===== src/rtl/sdram_ctrl_module_pkg.sv =====
// -----------------------------------------------------------------------------
// sdram_ctrl_module_pkg
//   Shared SDRAM definitions used by the request arbiter (sdram_ctrl_module)
//   and the SDRAM function stage it drives.
//
//   Contents:
//     - default auto-refresh interval (clk cycles at 100 MHz)
//     - bit positions of the one-hot arbiter -> function stage command bus
//     - bit positions of the user request bus
//     - arbiter state encoding
//     - SDRAM pin-level command encodings {cs_n, ras_n, cas_n, we_n}
//     - SDRAM timing constants (in clk cycles)
//     - small helpers mapping a state to its command / request bit
// -----------------------------------------------------------------------------
package sdram_ctrl_module_pkg;

  // 7.5 us at 100 MHz. Rows must be refreshed on average this often.
  localparam logic [10:0] T_REF_DEFAULT = 11'd750;

  // Width of the refresh interval counter.
  localparam int REF_CNT_W = 11;

  // One-hot command bus towards the function stage.
  localparam int CALL_W     = 5;
  localparam int CALL_INIT  = 0;
  localparam int CALL_REF   = 1;
  localparam int CALL_READ  = 2;
  localparam int CALL_WRITE = 3;
  localparam int CALL_PAGE  = 4;

  localparam logic [CALL_W-1:0] CALL_NONE     = '0;
  localparam logic [CALL_W-1:0] CALL_INIT_OH  = 5'(1) << CALL_INIT;
  localparam logic [CALL_W-1:0] CALL_REF_OH   = 5'(1) << CALL_REF;
  localparam logic [CALL_W-1:0] CALL_READ_OH  = 5'(1) << CALL_READ;
  localparam logic [CALL_W-1:0] CALL_WRITE_OH = 5'(1) << CALL_WRITE;
  localparam logic [CALL_W-1:0] CALL_PAGE_OH  = 5'(1) << CALL_PAGE;

  // User request bus (level-held until oDone).
  localparam int REQ_W     = 3;
  localparam int REQ_READ  = 0;
  localparam int REQ_WRITE = 1;
  localparam int REQ_PAGE  = 2;

  localparam logic [REQ_W-1:0] REQ_NONE     = '0;
  localparam logic [REQ_W-1:0] REQ_READ_OH  = 3'(1) << REQ_READ;
  localparam logic [REQ_W-1:0] REQ_WRITE_OH = 3'(1) << REQ_WRITE;
  localparam logic [REQ_W-1:0] REQ_PAGE_OH  = 3'(1) << REQ_PAGE;

  // Arbiter states.
  typedef enum logic [2:0] {
    INIT    = 3'd0,
    IDLE    = 3'd1,
    REFRESH = 3'd2,
    PAGE    = 3'd3,
    WRITE   = 3'd4,
    READ    = 3'd5
  } sdram_state_t;

  // SDRAM pin commands {cs_n, ras_n, cas_n, we_n}, used by the function stage.
  localparam logic [3:0] CMD_INHIBIT   = 4'b1111;
  localparam logic [3:0] CMD_NOP       = 4'b0111;
  localparam logic [3:0] CMD_ACTIVE    = 4'b0011;
  localparam logic [3:0] CMD_READ      = 4'b0101;
  localparam logic [3:0] CMD_WRITE     = 4'b0100;
  localparam logic [3:0] CMD_BSTOP     = 4'b0110;
  localparam logic [3:0] CMD_PRECHARGE = 4'b0010;
  localparam logic [3:0] CMD_REFRESH   = 4'b0001;
  localparam logic [3:0] CMD_LMR       = 4'b0000;

  // SDRAM timing in clk cycles at 100 MHz, used by the function stage.
  localparam int T_RP     = 2;      // precharge to next command
  localparam int T_RFC    = 7;      // refresh cycle time
  localparam int T_RCD    = 2;      // activate to read/write
  localparam int T_MRD    = 2;      // mode register set to next command
  localparam int CAS_LAT  = 3;      // read latency
  localparam int T_PWRUP  = 20000;  // 200 us power-up wait

  // Command bit raised by the arbiter while in a given state.
  function automatic logic [CALL_W-1:0] callOfState(input sdram_state_t s);
    logic [CALL_W-1:0] v;
    v = CALL_NONE;
    case (s)
      INIT:    v = CALL_INIT_OH;
      REFRESH: v = CALL_REF_OH;
      PAGE:    v = CALL_PAGE_OH;
      WRITE:   v = CALL_WRITE_OH;
      READ:    v = CALL_READ_OH;
      default: v = CALL_NONE;
    endcase
    return v;
  endfunction

  // User request bit served by a given state (zero for INIT/REFRESH/IDLE).
  function automatic logic [REQ_W-1:0] reqOfState(input sdram_state_t s);
    logic [REQ_W-1:0] v;
    v = REQ_NONE;
    case (s)
      PAGE:    v = REQ_PAGE_OH;
      WRITE:   v = REQ_WRITE_OH;
      READ:    v = REQ_READ_OH;
      default: v = REQ_NONE;
    endcase
    return v;
  endfunction

  // True for states that complete a user request.
  function automatic logic isUserState(input sdram_state_t s);
    return (s == PAGE) || (s == WRITE) || (s == READ);
  endfunction

endpackage


===== src/rtl/sdram_ctrl_module.sv =====
// -----------------------------------------------------------------------------
// sdram_ctrl_module
//   Request arbiter in front of an SDRAM function stage. After reset it issues
//   the init command, then arbitrates between periodic auto-refresh and three
//   user requests (page read, write, single read) with fixed priority, and
//   hands exactly one one-hot command at a time to the function stage.
//
//   Parameters:
//     T_REF    auto-refresh interval in clk cycles
//   Ports:
//     clk      system clock (100 MHz)
//     rst_n    asynchronous active-low reset
//     iCall    user requests, level-held until oDone: [2] page, [1] write,
//              [0] read
//     oDone    one-cycle pulse when a granted user request completes
//     oBusy    high whenever the arbiter is not IDLE
//     oCall    one-hot command to the function stage: [4] page, [3] write,
//              [2] read, [1] refresh, [0] init
//     iDone    one-cycle completion pulse from the function stage
//     oRefOvr  sticky: a refresh interval expired with a refresh still pending
// -----------------------------------------------------------------------------
module sdram_ctrl_module
  import sdram_ctrl_module_pkg::*;
#(
  parameter logic [10:0] T_REF = T_REF_DEFAULT
) (
  input  logic              clk,
  input  logic              rst_n,
  input  logic [REQ_W-1:0]  iCall,
  output logic              oDone,
  output logic              oBusy,
  output logic [CALL_W-1:0] oCall,
  input  logic              iDone,
  output logic              oRefOvr
);

  sdram_state_t         state;
  logic [REF_CNT_W-1:0] refCnt;
  logic                 refPend;
  logic [REQ_W-1:0]     doneMask;

  logic                 refWrap;
  logic                 enterRefresh;
  logic [REQ_W-1:0]     effReq;

  // The timer is frozen at zero until the init sequence has finished.
  assign refWrap      = (state != INIT) && (refCnt == (T_REF - 11'd1));
  assign enterRefresh = (state == IDLE) && refPend;

  // A requester only sees oDone after the completing edge and drops its
  // request one cycle later; mask the just-served bit during that cycle so
  // the same request is not granted a second time.
  assign effReq = iCall & ~doneMask;

  assign oBusy = (state != IDLE);

  always_ff @(posedge clk or negedge rst_n) begin
    if (!rst_n) begin
      state    <= INIT;
      oCall    <= CALL_NONE;
      oDone    <= 1'b0;
      oRefOvr  <= 1'b0;
      refCnt   <= '0;
      refPend  <= 1'b0;
      doneMask <= REQ_NONE;
    end else begin
      // ---------------- refresh interval timer ----------------
      if (state != INIT) begin
        refCnt <= refWrap ? '0 : refCnt + 11'd1;
      end

      // A wrap wins over the clear on entering REFRESH: that refresh covers
      // the previous interval, the new wrap starts the next one.
      if (refWrap) begin
        refPend <= 1'b1;
      end else if (enterRefresh) begin
        refPend <= 1'b0;
      end

      if (refWrap && refPend && !enterRefresh) begin
        oRefOvr <= 1'b1;
      end

      // ---------------- command FSM ----------------
      oDone    <= 1'b0;
      doneMask <= REQ_NONE;

      case (state)
        IDLE: begin
          // iDone is deliberately not looked at here.
          if (refPend) begin
            state <= REFRESH;
            oCall <= CALL_REF_OH;
          end else if (effReq[REQ_PAGE]) begin
            state <= PAGE;
            oCall <= CALL_PAGE_OH;
          end else if (effReq[REQ_WRITE]) begin
            state <= WRITE;
            oCall <= CALL_WRITE_OH;
          end else if (effReq[REQ_READ]) begin
            state <= READ;
            oCall <= CALL_READ_OH;
          end else begin
            oCall <= CALL_NONE;
          end
        end

        default: begin
          // INIT and every command state. oCall is dropped on the very edge
          // that sees iDone; holding it one more cycle would retrigger the
          // function stage. In INIT, oCall is still zero on the first edge
          // after reset, so a stale iDone there cannot end init early.
          if (iDone && (oCall != CALL_NONE)) begin
            state <= IDLE;
            oCall <= CALL_NONE;
            if (isUserState(state)) begin
              oDone    <= 1'b1;
              doneMask <= reqOfState(state);
            end
          end else begin
            oCall <= callOfState(state);
          end
        end
      endcase
    end
  end

endmodule


===== config.mk =====
export PLATFORM = sky130hd
export DESIGN_NAME = sdram_ctrl_module
export DESIGN_NICKNAME = d
export VERILOG_FILES = /design/src/rtl/sdram_ctrl_module_pkg.sv /design/src/rtl/sdram_ctrl_module.sv
export SDC_FILE = /design/constraint.sdc
export NUM_CORES = 1
export LEC_CHECK = 0
export BUFFER_PORTS_ARGS = -buffer_cell sky130_fd_sc_hd__buf_2
export CAP_MARGIN = 10
export CORE_MARGIN = 2
export CORE_UTILIZATION = 56
export CTS_CLUSTER_DIAMETER = 40
export DETAILED_ROUTE_END_ITERATION = 10
export GPL_TIMING_DRIVEN = 1
export HOLD_SLACK_MARGIN = 0.15
export PLACE_DENSITY = 0.77
export SLEW_MARGIN = 20
export SYNTH_ARGS = -nofsm -noshare
export SYNTH_HDL_FRONTEND = slang
export SYNTH_SLANG_ARGS = --single-unit

===== constraint.sdc =====
create_clock -name clk -period 2 [get_ports clk]
set_clock_uncertainty 0.05 [all_clocks]
set_input_delay 0.2 -clock clk [delete_from_list [all_inputs] [get_ports clk]]
set_output_delay 0.2 -clock clk [all_outputs]
set_load 0.01 [all_outputs]

; ---- Word-level counts from Yosys, hierarchy flattened
; Index checks and enable logic that the tools add are counted.
[classes]
add_sub_neg = 1
n_eq_ne = 8
n_mux = 23
bitwise_logic = 2
reduce_logical = 14
[ops]
columns = operator, n
row1 = 2-to-1 mux 3 bit, 10
row2 = one-hot mux 5 bit (5 select lines), 1
row3 = 2-to-1 mux 5 bit, 4
row4 = "adder 11 x 1 -> 11 bit, second input constant", 1
row5 = "== test 11 x 10 -> 1 bit, second input constant", 1
row6 = 2-to-1 mux 11 bit, 1
row7 = one-hot mux 3 bit (3 select lines), 1
row8 = "== test 3 x 2 -> 1 bit, second input constant", 2
row9 = "== test 3 bit, second input constant", 2
row10 = logical AND 1 bit, 5
row11 = 2-to-1 mux 1 bit, 5
row12 = "inequality test 5 bit, second input constant", 1
row13 = nonzero test 5 bit, 1
row14 = 2-to-1 mux 4 bit, 1
row15 = nonzero test 2 bit, 2
row16 = bitwise AND 3 bit, 1
row17 = "== test 3 x 1 -> 1 bit, second input constant", 1
row18 = logical NOT 3 bit, 1
row19 = "inequality test 3 x 1 -> 1 bit, second input constant", 1
row20 = inverter 3 bit, 1
row21 = nonzero test 3 bit, 1
row22 = logical OR 1 bit, 2
row23 = AND reduction 2 bit, 1
row24 = logical NOT 1 bit, 1
[word_totals]
regBits = 25
input_bits = 6
out_inout_bits = 8
elab_cells = 55

; ---- Logic depth before layout (Yosys ltp)
[logic_depth]
word_depth = 7
ltp_mapped = 6
ltp_nobuf = 6

; ---- Least setup slack after synthesis
; OpenSTA, ideal clock, no wires.
[synth_timing]
path_type = flip-flop to flip-flop
from = register state[2]
to = register oCall[2]
setup_ns = 0.083
t_arrival_ns = 1.443
t_required_ns = 1.867
path_slack_ns = 0.424
path_stages_with_launch = 7
n_path_buf = 2
period_less_slack_ns = 1.576
cell_sequence = dfrtp_1 buf_2 or3b_1 clkbuf_1 nor3_2 nand4b_1 o21ai_0
[synth_via]
elab_chain_len = 4
elab_cells_between_ends = 9
classes_between = 5 x eq/ne / 3 x mux / 1 x reduce/logical
[synth_rtl]
columns = item, line_no
row1 = "start, declared", sdram_ctrl_module.sv:37  ; sdram_state_t state;
row2 = "start signal, assigned", sdram_ctrl_module.sv:59  ; state <= INIT;
row3 = "start signal, assigned", sdram_ctrl_module.sv:92  ; state <= REFRESH;
row4 = "start signal, assigned", sdram_ctrl_module.sv:95  ; state <= PAGE;
row5 = == test 3 bit (tied with other cells), sdram_ctrl_module_pkg.sv:82  ; case (s)
row6 = one-hot mux 5 bit (5 select lines), sdram_ctrl_module_pkg.sv:82
row7 = 2-to-1 mux 5 bit, sdram_ctrl_module.sv:113  ; if (iDone && (oCall != CALL_NONE)) begin
row8 = 2-to-1 mux 5 bit (*), sdram_ctrl_module.sv:88  ; case (state)
row9 = "end signal, assigned", sdram_ctrl_module.sv:121  ; oCall <= callOfState(state);
row10 = "end, declared", sdram_ctrl_module.sv:32  ; output logic [CALL_W-1:0] oCall,
; Mark *: on every way between the ends. The rest lies on a longest branch, timed or not.
; A chain may end at the register's enable or synchronous reset.

; ---- Worst setup path after layout
[layout_timing]
from = register state[2]
to = output oBusy
[layout_via]
elab_chain_len = 1
[layout_rtl]
columns = item, line_no
row1 = inequality test 3 x 1 -> 1 bit, sdram_ctrl_module.sv:55  ; assign oBusy = (state != IDLE);
row2 = "end, declared", sdram_ctrl_module.sv:31  ; output logic oBusy,
; Every way passes these cells.

==> impl_results.md <==
- Synth top area share: 0.512
- Post-DP HPWL: 1.61 mm
- Dominant cell type by area after synthesis: dfrtp_1
- F_max: 0.551 GHz
- Layout filler cell count: 177
- Via density: 5.74
- Worst Path Arrival: 1.57 ns
- Critical path required time: 1.75 ns
- First-pass GRT wire length: 3.93 mm
- Most frequent cell after synthesis: dfrtp_1
- NumNets Final: 151
- Drt pass-1 iters: 4
- Cts hold-fix bufs: 2
- Synth cell types: 38
- FF-to-FF path depth: 4
- R2r startpoint: refCnt[4]
- Crit-path max FO: 12
- Final Cell Area: 1360 um2
- Seq cells post-synth: 25
- Synthesized area per cell: 9.69 um2
- Terminus of the critical flop-to-flop path: refCnt[3]
- Number of global-route vias before repair: 870
- CTS HTree Levels: 1
- Total grt overflow: 0
- CTS tree: done
- Diodes inserted: 0
- Power Dens Cells: 1360 nW/um2
- IO buf count: 13
- Hold path depth: 3
- CTS Buffer Depth: 2
- Crit path time final: 1.82 ns
- CP startpoint kind: flip-flop
- Final hold violation count: 0
- Placed cell area: 1310 um2
- WS Path Type: reg2out
- Min-delay worst type: in2reg
- RSZ-0062 raised after global routing: no
- Maximum vdd drop: 0.796 mV
- Fin crit share: 0.908
- Antenna Nets Post-Route: 0
- Prevailing post-synth register cell: dfrtp_1
- Sequential area share after synthesis: 0.512
- Synth top area cells: dfrtp_1 (51%), nor2_1 (4.0%), nand3_1 (3.7%)
- Post-synth EDFFs: 0
- Die height: 50.7 um
- Clock sink count: 25
- Drt drc: 0
- Worst setup margin: 0.185 ns
- Mapped cell area: 1220 um2
- Syn Nets: 135
- Critical Path Start: state[2]
- Worst slew pin tran: 0.535 ns
- Cts bufs inserted: 3
- Worst hold start: iCall[1]
- Total design power: 0.00185 W
- WL/cell: 13.5 um
- Routability Congestion: 0.820
- Reg clk slew, reported paths: 0.14 ns
- Max-cap violations: 0
- Total track usage: 0.208
- Post-CTS sizing: 0
- Synth warn: 0
- Die W: 50.7 um
- Syn Inst Count: 126
- Total Die Area: 2570 um2
- Pin count of the biggest net entering global routing: 26
- Initial core utilization: 0.610
- Initial DRC count: 21
- Clock latency on the worst-skew pair: 0.32 ns
- Routed via count: 964
- IO Count: 14
- Max_slew headroom: 0.644
- Max-slew violations: 0
- Critical Path End Type: output port
- R2R setup slack: 0.26 ns
- Core ar.: 2000 um2
- Most instantiated cells after synthesis: dfrtp_1 (25), nor2_1 (13), nand3_1 (9), inv_1 (8), nand2_1 (8)
- Post-synth ARST share: 1.00
- Setup TNS: 0 ns
- Area delta synth->final: 11.0%
- WL final: 2.26 mm
- Fraction of layout cells with a size suffix above 1: 0.163
- Setup-failing EPs final: 0
- Hold Crit Endpoint: oCall[3]
- Leakage: 0.639 nW
- Status: finished, final reports clean
- Post-CTS setup repair buffer count: 0
- Antenna violations before repair: 0
- Clk root buf: clkbuf_4
- Row count: 16
- Place WS: 0.263 ns
[placed cells by master, fill, tap and decap left out, types with 2 or more instances in the layout]
cell type      instances
dfrtp_1               25
nor2_1                13
buf_2                 13
nand3_1                9
inv_1                  8
nand2_1                8
o21ai_0                6
o21ai_1                4
nor3_1                 4
or3_1                  4
nand2b_1               3
a21oi_1                3
xor2_1                 3
ha_1                   3
clkbuf_4               3
or4_1                  2
nor2b_1                2
and2_1                 2
o211ai_1               2
a22o_1                 2
dlygate4sd3_1          2
[through the flow]
stage,hold slack (ns),utilization,std cells
2_1_floorplan,-0.146,-,126
3_3_place_gp,0.163,0.652,162
5_1_grt,0.191,0.677,168
6_report,0.189,0.677,168
4_1_cts,0.188,0.677,168
3_5_place_dp,0.169,0.652,162
[where the power goes]
part | total (W) | switching [W] | internal [W]
sequential | 0.000853 | 0.000183 | 0.000669
clock | 0.000238 | 0.000161 | 0.0000765
combinational | 0.000755 | 0.000423 | 0.000332
total | 0.00185 | 0.000767 | 0.00108
[worst max-delay path: stages (launching register included)]
cell and delay (ns):
dfrtp_1 0.54, or3b_1 0.51, buf_2 0.19
[flip-flops by register name (all words and copies together), names as in the netlist]
| register | cells |
|---|---|
| oDone | 1 |
| refPend | 1 |
| oCall | 5 |
| doneMask | 3 |
| state | 3 |
| oRefOvr | 1 |
| refCnt | 11 |
[worst max path at each step]
| stage | depth (start not counted) | endpoint |
|---|---|---|
| global route | 4 | refCnt[3] |
| global placement | 4 | refCnt[3] |
| floorplan | 6 | oCall[2] |
| detailed placement | 4 | refCnt[3] |
| CTS | 2 | oBusy |
| finish | 2 | oBusy |
[logic make-up after synthesis]
family                     count (synthesis)  synth area share
adders and majority gates                  3            0.0307
and+or+nand+nor                           54             0.239
AOI/OAI and AO/OA                         26             0.143
buffers and inverters                     14            0.0461
DFF                                       25             0.512
xor gates and xnor gates                   4            0.0287
[cell type report]
type	instances	area, um2	area share
clock buffer	3	22.5	0.0166
clock inverter	1	7.51	0.00554
timing repair buffer	16	92.6	0.0683
inverter	9	33.8	0.0249
multi-input combinational	87	539	0.398
sequential	25	626	0.462
tap	27	33.8	0.0249
[routing by layer]
layer  vias to the layer above  GRT usage  part of all wire
met5                         -          0                 0
met4                         0      0.108             0.018
met3                         4     0.0268             0.042
met2                        22      0.292              0.42
met1                       464      0.312              0.52
li1                        474          -                 -
Power figures use the tool's default switching activity.
